--- config.mk ---
export PLATFORM = sky130hd
export DESIGN_NAME = elbeth_dmem_interface
export DESIGN_NICKNAME = d
export VERILOG_FILES = /design/src/rtl/elbeth_dmem_interface.sv
export SDC_FILE = /design/constraint.sdc
export NUM_CORES = 1
export LEC_CHECK = 0
export ABC_CLOCK_PERIOD_IN_PS = 4000
export CAP_MARGIN = 30
export CORE_MARGIN = 5
export CORE_UTILIZATION = 45
export DETAILED_ROUTE_END_ITERATION = 6
export PLACE_DENSITY = 0.79
export SLEW_MARGIN = 0
export SYNTH_ARGS = -nofsm -noshare
export SYNTH_HDL_FRONTEND = slang
export SYNTH_SLANG_ARGS = --single-unit
--- constraint.sdc ---
create_clock -name clk -period 4 [get_ports clk]
set_input_delay 0.4 -clock clk [delete_from_list [all_inputs] [get_ports clk]]
set_output_delay 0.4 -clock clk [all_outputs]
set_load 0.005 [all_outputs]
--- src/rtl/elbeth_dmem_interface.sv ---
// elbeth_dmem_interface
//   MEM-stage responder for the data-memory handshake. One load/store per
//   instruction: the request is captured in IDLE, presented to memory in REQ
//   until dmem_ready, and completes in DONE (or ERR on bus timeout). Store
//   data is lane-replicated with byte enables; load data is extracted from the
//   addressed lane and sign/zero-extended.
//
// Ports
//   clk, rst            clock (rising edge), synchronous active-low reset
//   mem_en/mem_wr       access request / 1=store 0=load
//   mem_size/mem_sign   00 byte 01 half 10 word 11 illegal / load sign-extend
//   mem_address         byte address
//   mem_data_w          LSB-aligned store data
//   mem_data_r          extended load data, valid in the DONE cycle
//   dmem_request_stall  holds the front of the pipeline while access is open
//   mem_misaligned      combinational misaligned/illegal-size flag
//   bus_error           one-cycle pulse on timeout
//   dmem_valid/we/wbe/addr/wdata  registered request to memory
//   dmem_rdata/dmem_ready         memory response
module elbeth_dmem_interface #(
  parameter int TIMEOUT_CYCLES = 255,
  parameter int TO_WIDTH       = 8
) (
  input  logic        clk,
  input  logic        rst,
  input  logic        mem_en,
  input  logic        mem_wr,
  input  logic [1:0]  mem_size,
  input  logic        mem_sign,
  input  logic [31:0] mem_address,
  input  logic [31:0] mem_data_w,
  output logic [31:0] mem_data_r,
  output logic        dmem_request_stall,
  output logic        mem_misaligned,
  output logic        bus_error,
  output logic        dmem_valid,
  output logic        dmem_we,
  output logic [3:0]  dmem_wbe,
  output logic [31:0] dmem_addr,
  output logic [31:0] dmem_wdata,
  input  logic [31:0] dmem_rdata,
  input  logic        dmem_ready
);

  typedef enum logic [1:0] {IDLE, REQ, DONE, ERR} state_t;

  state_t              state, state_next;
  logic [TO_WIDTH-1:0] cnt;
  logic [1:0]          size_p0;
  logic                sign_p0;
  logic [1:0]          lane_p0;
  logic                misaligned;
  logic                accept;
  logic                timeout_hit;

  function automatic logic is_misaligned(input logic [1:0] size, input logic [1:0] lo);
    case (size)
      2'b00:   is_misaligned = 1'b0;
      2'b01:   is_misaligned = lo[0];
      2'b10:   is_misaligned = (lo != 2'b00);
      default: is_misaligned = 1'b1;
    endcase
  endfunction

  function automatic logic [3:0] store_wbe(input logic [1:0] size, input logic [1:0] lo);
    case (size)
      2'b00:   store_wbe = 4'b0001 << lo;
      2'b01:   store_wbe = lo[1] ? 4'b1100 : 4'b0011;
      default: store_wbe = 4'b1111;
    endcase
  endfunction

  function automatic logic [31:0] store_wdata(input logic [1:0] size, input logic [31:0] d);
    case (size)
      2'b00:   store_wdata = {4{d[7:0]}};
      2'b01:   store_wdata = {2{d[15:0]}};
      default: store_wdata = d;
    endcase
  endfunction

  function automatic logic [31:0] load_format(input logic [1:0] size, input logic sign,
                                              input logic [1:0] lo, input logic [31:0] rdata);
    logic [31:0] lane;
    lane = rdata >> {lo, 3'b000};
    case (size)
      2'b00:   load_format = sign ? {{24{lane[7]}}, lane[7:0]} : {24'b0, lane[7:0]};
      2'b01:   load_format = sign ? {{16{lane[15]}}, lane[15:0]} : {16'b0, lane[15:0]};
      default: load_format = lane;
    endcase
  endfunction

  assign misaligned         = is_misaligned(mem_size, mem_address[1:0]);
  assign accept             = (state == IDLE) && mem_en && !misaligned;
  assign mem_misaligned     = mem_en && misaligned;
  assign dmem_request_stall = accept || (state == REQ);
  assign timeout_hit        = (cnt == TO_WIDTH'(TIMEOUT_CYCLES - 1));

  always_comb begin
    state_next = state;
    case (state)
      IDLE:    if (accept) state_next = REQ;
      // dmem_ready takes priority over a coincident timeout
      REQ:     if (dmem_ready) state_next = DONE;
               else if (timeout_hit) state_next = ERR;
      default: state_next = IDLE;
    endcase
  end

  // p0: request capture and memory handshake
  always_ff @(posedge clk) begin
    if (!rst) begin
      state      <= IDLE;
      cnt        <= '0;
      dmem_valid <= 1'b0;
      dmem_we    <= 1'b0;
      dmem_wbe   <= 4'b0;
      dmem_addr  <= 32'b0;
      dmem_wdata <= 32'b0;
      mem_data_r <= 32'b0;
      bus_error  <= 1'b0;
    end else begin
      state     <= state_next;
      bus_error <= 1'b0;
      case (state)
        IDLE: begin
          if (accept) begin
            cnt        <= '0;
            dmem_valid <= 1'b1;
            dmem_we    <= mem_wr;
            dmem_wbe   <= mem_wr ? store_wbe(mem_size, mem_address[1:0]) : 4'b0;
            dmem_addr  <= {mem_address[31:2], 2'b00};
            dmem_wdata <= mem_wr ? store_wdata(mem_size, mem_data_w) : 32'b0;
          end
        end
        REQ: begin
          if (dmem_ready) begin
            dmem_valid <= 1'b0;
            dmem_we    <= 1'b0;
            dmem_wbe   <= 4'b0;
            mem_data_r <= dmem_we ? 32'b0 : load_format(size_p0, sign_p0, lane_p0, dmem_rdata);
          end else if (timeout_hit) begin
            dmem_valid <= 1'b0;
            dmem_we    <= 1'b0;
            dmem_wbe   <= 4'b0;
            mem_data_r <= 32'b0;
            bus_error  <= 1'b1;
          end else begin
            cnt <= cnt + 1'b1;
          end
        end
        default: ;
      endcase
    end
  end

  // Load formatting attributes; only meaningful while an access is open
  always_ff @(posedge clk) begin
    if (accept) begin
      size_p0 <= mem_size;
      sign_p0 <= mem_sign;
      lane_p0 <= mem_address[1:0];
    end
  end

endmodule
# Word level (Yosys, flattened, before mapping)
# Cells that the tools add are included.
# word_totals
reg_bits,116
word_cells,74
# op_classes
shifts,2
bitwise_logic,2
mux,31
n_reduce_logical,17
n_eq_ne,9
n_addsub,1
# ops
cell,n
$mux 32,6
$pmux 32 s2,2
$shr 32x5->32,1
$mux 8,3
$mux 4,5
$pmux 4 s2,2
$pmux 8 s2,1
$add 8x1->8 const B,1
$eq 8x8->1 const B,1
$eq 2x1->1 const B,3
$logic_not 2->1,3
$mux 2,3
$ne 2x2->1 const B,3
$reduce_and 2->1,3
$reduce_bool 2->1,3
$mux 1,5
$pmux 1 s2,2
$pmux 2 s2,1
$reduce_and 4->1,1
$shl 1x2->4 const A,1
$logic_and 1x1->1,3
$ne 3x3->1 const B,1
$pmux 1 s3,1
$reduce_and 3->1,1
other kinds (5),6

# Longest topological paths before layout
# depth
depth_word,6
depth_mapped,7
depth_no_buf,6

# Worst setup path before layout
# Ideal clock, no wire load.
# synth_timing
kind,register to register
from,register size_p0[0]
to,register mem_data_r[30]
arrival_time_ns,1.566
path_stages_with_launch,6
path_slack_ns,2.299
setup_time_ns,0.135
period_less_slack_ns,1.701
t_required_ns,3.865
path_cell_list,edfxtp_1 > mux2_4 > a31o_1 > a311oi_4 > buf_6 > o32ai_1
# synth_between
elab_chain_cells,4
word_cells_on_any_way,5
cone_classes,eq/ne (1); mux (3); reduce/logical (1)
# synth_rtl
item,line_no,source
"start, declared",49,logic [1:0] size_p0;
"start signal, assigned",159,size_p0 <= mem_size;
$eq 2x1->1 / $logic_not 2->1 (equally long branches),85,case (size)
$pmux 32 s2 *,85,
$mux 32 *,140,"mem_data_r <= dmem_we ? 32'b0 : load_format(size_p0, sign_p0, lane_p0, dmem_rdata);"
$mux 32 *,136,if (dmem_ready) begin
"end signal, assigned",140,
"end, declared",32,"output logic [31:0] mem_data_r,"
# Every way passes the cells marked *; elsewhere a longest branch is shown, timed or not.
# A chain may end at the register's enable or synchronous reset.

# Worst setup path after layout
# layout_timing
from,input port mem_address[0]
to,output port mem_misaligned
# layout_between
elab_chain_cells,3
# layout_rtl
item,line_no,source
"start, declared",30,"input logic [31:0] mem_address,"
$reduce_bool 2->1,60,2'b10: is_misaligned = (lo != 2'b00);
$pmux 1 s3 *,57,case (size)
$logic_and 1x1->1 *,94,assign mem_misaligned = mem_en && misaligned;
"end, declared",34,"output logic mem_misaligned,"
# Marks and branches as above.

==> impl_metrics.py <==
metrics = {
    "yosys": {
        "synthFlopType": "dfxtp_1",
        "netlist_area_sq_um": 5200,
        "ys_types": 56,
        "netlist_instances": 513,
        "seq_area_frac_synth_pct": 45.6,
        "synth_edf_count": 5,
        "ys_ff_latch": 116,
        "async_reset_ff_share_pct": 0,
        "avgSynthCellArea_sq_um": 10.1,
        "yosysWarnings": 0,
    },
    "power_and_ir_drop": {
        "seqPwrFrac_pct": 38.7,
        "pwr-share-comb_pct": 13.5,
        "swShare_pct": 23.6,
        "internal_power_uw": 2440,
        "p_leak_uw": 0.00304,
        "switchingPower_uw": 753,
        "peakVddDrop_mv": 0.329,
        "p_clk_share_pct": 47.8,
        "p_per_area_nw_per_um2": 404,
        "total_power_uw": 3190,
    },
    "global_route": {
        "grt_max_degree": 37,
        "grt_pass1_wl_mm": 26.4,
        "grt.total_usage_pct": 23.3,
        "grt_overflow": 0,
        "antenna_found_initial": 0,
        "grt_pass1_vias": 5020,
    },
    "sta": {
        "setup_tns_ps": 0,
        "final_max_slew_viol_count": 0,
        "finalClockSkew_ps": 4.80,
        "relSlewSlack_pct": 45.9,
        "max_freq_mhz": 389,
        "setup_viol": 0,
        "worst_pin_slew_ps": 809,
        "period_needed_ps": 2570,
        "fin_ws_ps": 1430,
        "period_share_pct": 64.2,
        "rsz0062_at_grt": "false",
        "holdWs_ps": 459,
        "hold_viol": 0,
    },
    "cts": {
        "cts_buffer_depth": 2,
        "post-cts-setup-buffers": 0,
        "cts_hold_buf": 0,
        "cts_root_buffer": "clkbuf_16",
        "cts_buffers": 17,
        "cts_sinks": 116,
        "clock_latency_ps": 410,
        "clk_pin_slew_ps": 50,
        "cts_tree": "built",
        "htree_levels": 4,
        "cts_resized": 0,
    },
    "die": {
        "core_area_sq_um": 11400,
        "die-height_um": 118,
        "start_util_pct": 45.7,
        "num_io_pins": 209,
        "rows": 39,
        "die_w_um": 118,
        "dieArea_sq_um": 13800,
    },
    "worst_setup_path": {
        "slowest_stage": "clkdlybuf4s50_1",
        "criticalPathCategory": "primary input to output port",
        "cpMostUsedCell": "clkdlybuf4s50_1",
        "cp_slowest_stage_delay_ps": 650,
        "start_kind": "primary input",
        "worst_ep_arrival_time_ps": 2170,
        "crit_required_ps": 3600,
        "crit_fanout": 7,
        "path_cells": "clkdlybuf4s50_1 > a21oi_1 > nor2_1 > and2_1 > clkdlybuf4s50_1",
        "crit_path_end_kind": "output port",
    },
    "routing": {
        "dr_total_vias": 4732,
        "drc": 0,
        "finalWirelength_mm": 16.4,
        "vias_per_cell": 5.50,
        "first_pass_iters": 5,
        "wire_per_inst_um": 19.0,
        "postRouteAntennaNets": 0,
        "drt-initial-drc-count": 454,
    },
    "cells_and_area": {
        "drive_gt1_share_pct": 8.50,
        "nNetsFinal": 811,
        "layout_common_cells": "206 x clkdlybuf4s50_1, 111 x dfxtp_1, 72 x mux2i_1",
        "final_cells": 861,
        "layout_commonest_cell": "clkdlybuf4s50_1",
        "diodes": 0,
        "fill_cells": 848,
        "synthToLayoutAreaGrowth_pct": 51.6,
    },
    "placed_design": {
        "dp_slack_ps": 1300,
        "place_congestion": 0.905,
        "io_buffers": 206,
        "dp.final_hpwl_mm": 12.1,
        "place_inst": 829,
    },
    "status": {
        "status": "finished, final reports clean",
    },
    "min_path": {
        "min_path_type": "flop to flop",
    },
    "flow_run": {
        "max_cap_viol_count": 0,
    },
}
layout make-up:
| class | instances | area (sq um) | share of cell area [%] |
|---|---|---|---|
| sequential | 116 | 2370 | 30.1 |
| clock inverter | 14 | 161 | 2.05 |
| clock buffer | 18 | 439 | 5.57 |
| tap | 143 | 179 | 2.27 |
| timing repair buffer | 214 | 2130 | 27.1 |
| multi-input combinational | 344 | 2550 | 32.4 |
| inverter | 12 | 45.0 | 0.571 |
layer usage:
metal	global-route usage [%]	share of wire, %
met1	27.7	41
met2	37.3	47
met3	11.3	10
met4	7.10	1.9
met5	0	0
worst max-delay path: cells and delay by family:
family / cells / cell delay (ps)
simple gates: 2 / 410
compound gates: 1 / 180
buf+inv: 2 / 1180
sequential cells by signal, indices dropped and copies added (netlist names):
register / flops
dmem_wbe: 4
dmem_we: 1
sign_p0: 1
dmem_valid: 1
cnt: 8
bus_error: 1
size_p0: 2
dmem_wdata: 32
state: 2
lane_p0: 2
dmem_addr: 30
mem_data_r: 32
power groups by stage:
| stage | logic [uW] | clock network [uW] | registers, uW |
|---|---|---|---|
| floorplan | 195 | 0 | 1250 |
| global placement | 415 | 0 | 1260 |
| detailed placement | 426 | 0 | 1260 |
| CTS | 430 | 1540 | 1230 |
| global route | 463 | 1600 | 1240 |
| finish | 430 | 1530 | 1230 |
cell usage after synthesis, types with 2 or more instances:
library cell | n | area [sq um]
buf_4 | 6 | 45.0
mux2_2 | 7 | 78.8
a21boi_0 | 8 | 60.1
nor2_1 | 41 | 154
a21oi_1 | 19 | 95.1
o32ai_1 | 9 | 78.8
or2_1 | 2 | 12.5
buf_1 | 3 | 11.3
o2111ai_1 | 3 | 26.3
and3_1 | 3 | 18.8
buf_6 | 5 | 56.3
nand4_1 | 4 | 25.0
nor2_2 | 2 | 12.5
nor3_1 | 2 | 10.0
a31o_1 | 4 | 35.0
edfxtp_1 | 5 | 150
nand2_1 | 28 | 105
dfxtp_1 | 111 | 2220
clkbuf_1 | 15 | 56.3
buf_2 | 12 | 60.1
a22o_1 | 17 | 149
o211ai_1 | 8 | 60.1
nand3_1 | 5 | 25.0
nor2b_1 | 5 | 31.3
mux2i_1 | 72 | 721
o21ai_0 | 27 | 135
ha_1 | 2 | 25.0
o31ai_1 | 2 | 15.0
o21a_1 | 2 | 15.0
and2_1 | 3 | 18.8
o2bb2ai_1 | 40 | 350
o21ai_2 | 2 | 17.5
inv_1 | 12 | 45.0
xor2_1 | 5 | 43.8
kinds of logic after synthesis:
logic type / share of synthesized area [%]
AND/OR/NAND/NOR: 9.89
adder cells (fa/ha/maj): 0.481
flip-flops: 45.6
AO/OA/AOI/OAI: 21.7
multiplexers: 16.1
other: 0.0721
buffers and inverters: 5.36
XOR/XNOR: 0.842
worst paths after layout:
check,from,endpoint,slack [ps],depth (start not counted)
setup / recovery,mem_address[0],mem_misaligned,1430,5
hold / removal,mem_data_r[20]$_SDFFE_PN0P_,mem_data_r[20]$_SDFFE_PN0P_,460,1
setup reg to reg,lane_p0[1]$_DFFE_PP_,mem_data_r[28]$_SDFFE_PN0P_,1910,5
hold reg to reg,mem_data_r[20]$_SDFFE_PN0P_,mem_data_r[20]$_SDFFE_PN0P_,460,1
metrics by stage:
step | instance area [sq um] | util, %
detailed placement | 7280 | 64.1
finish | 7890 | 69.4
floorplan | 5200 | -
global placement | 7260 | 63.9
global route | 7890 | 69.4
CTS | 7890 | 69.4
No activity file was read; power rests on OpenSTA's default activity.
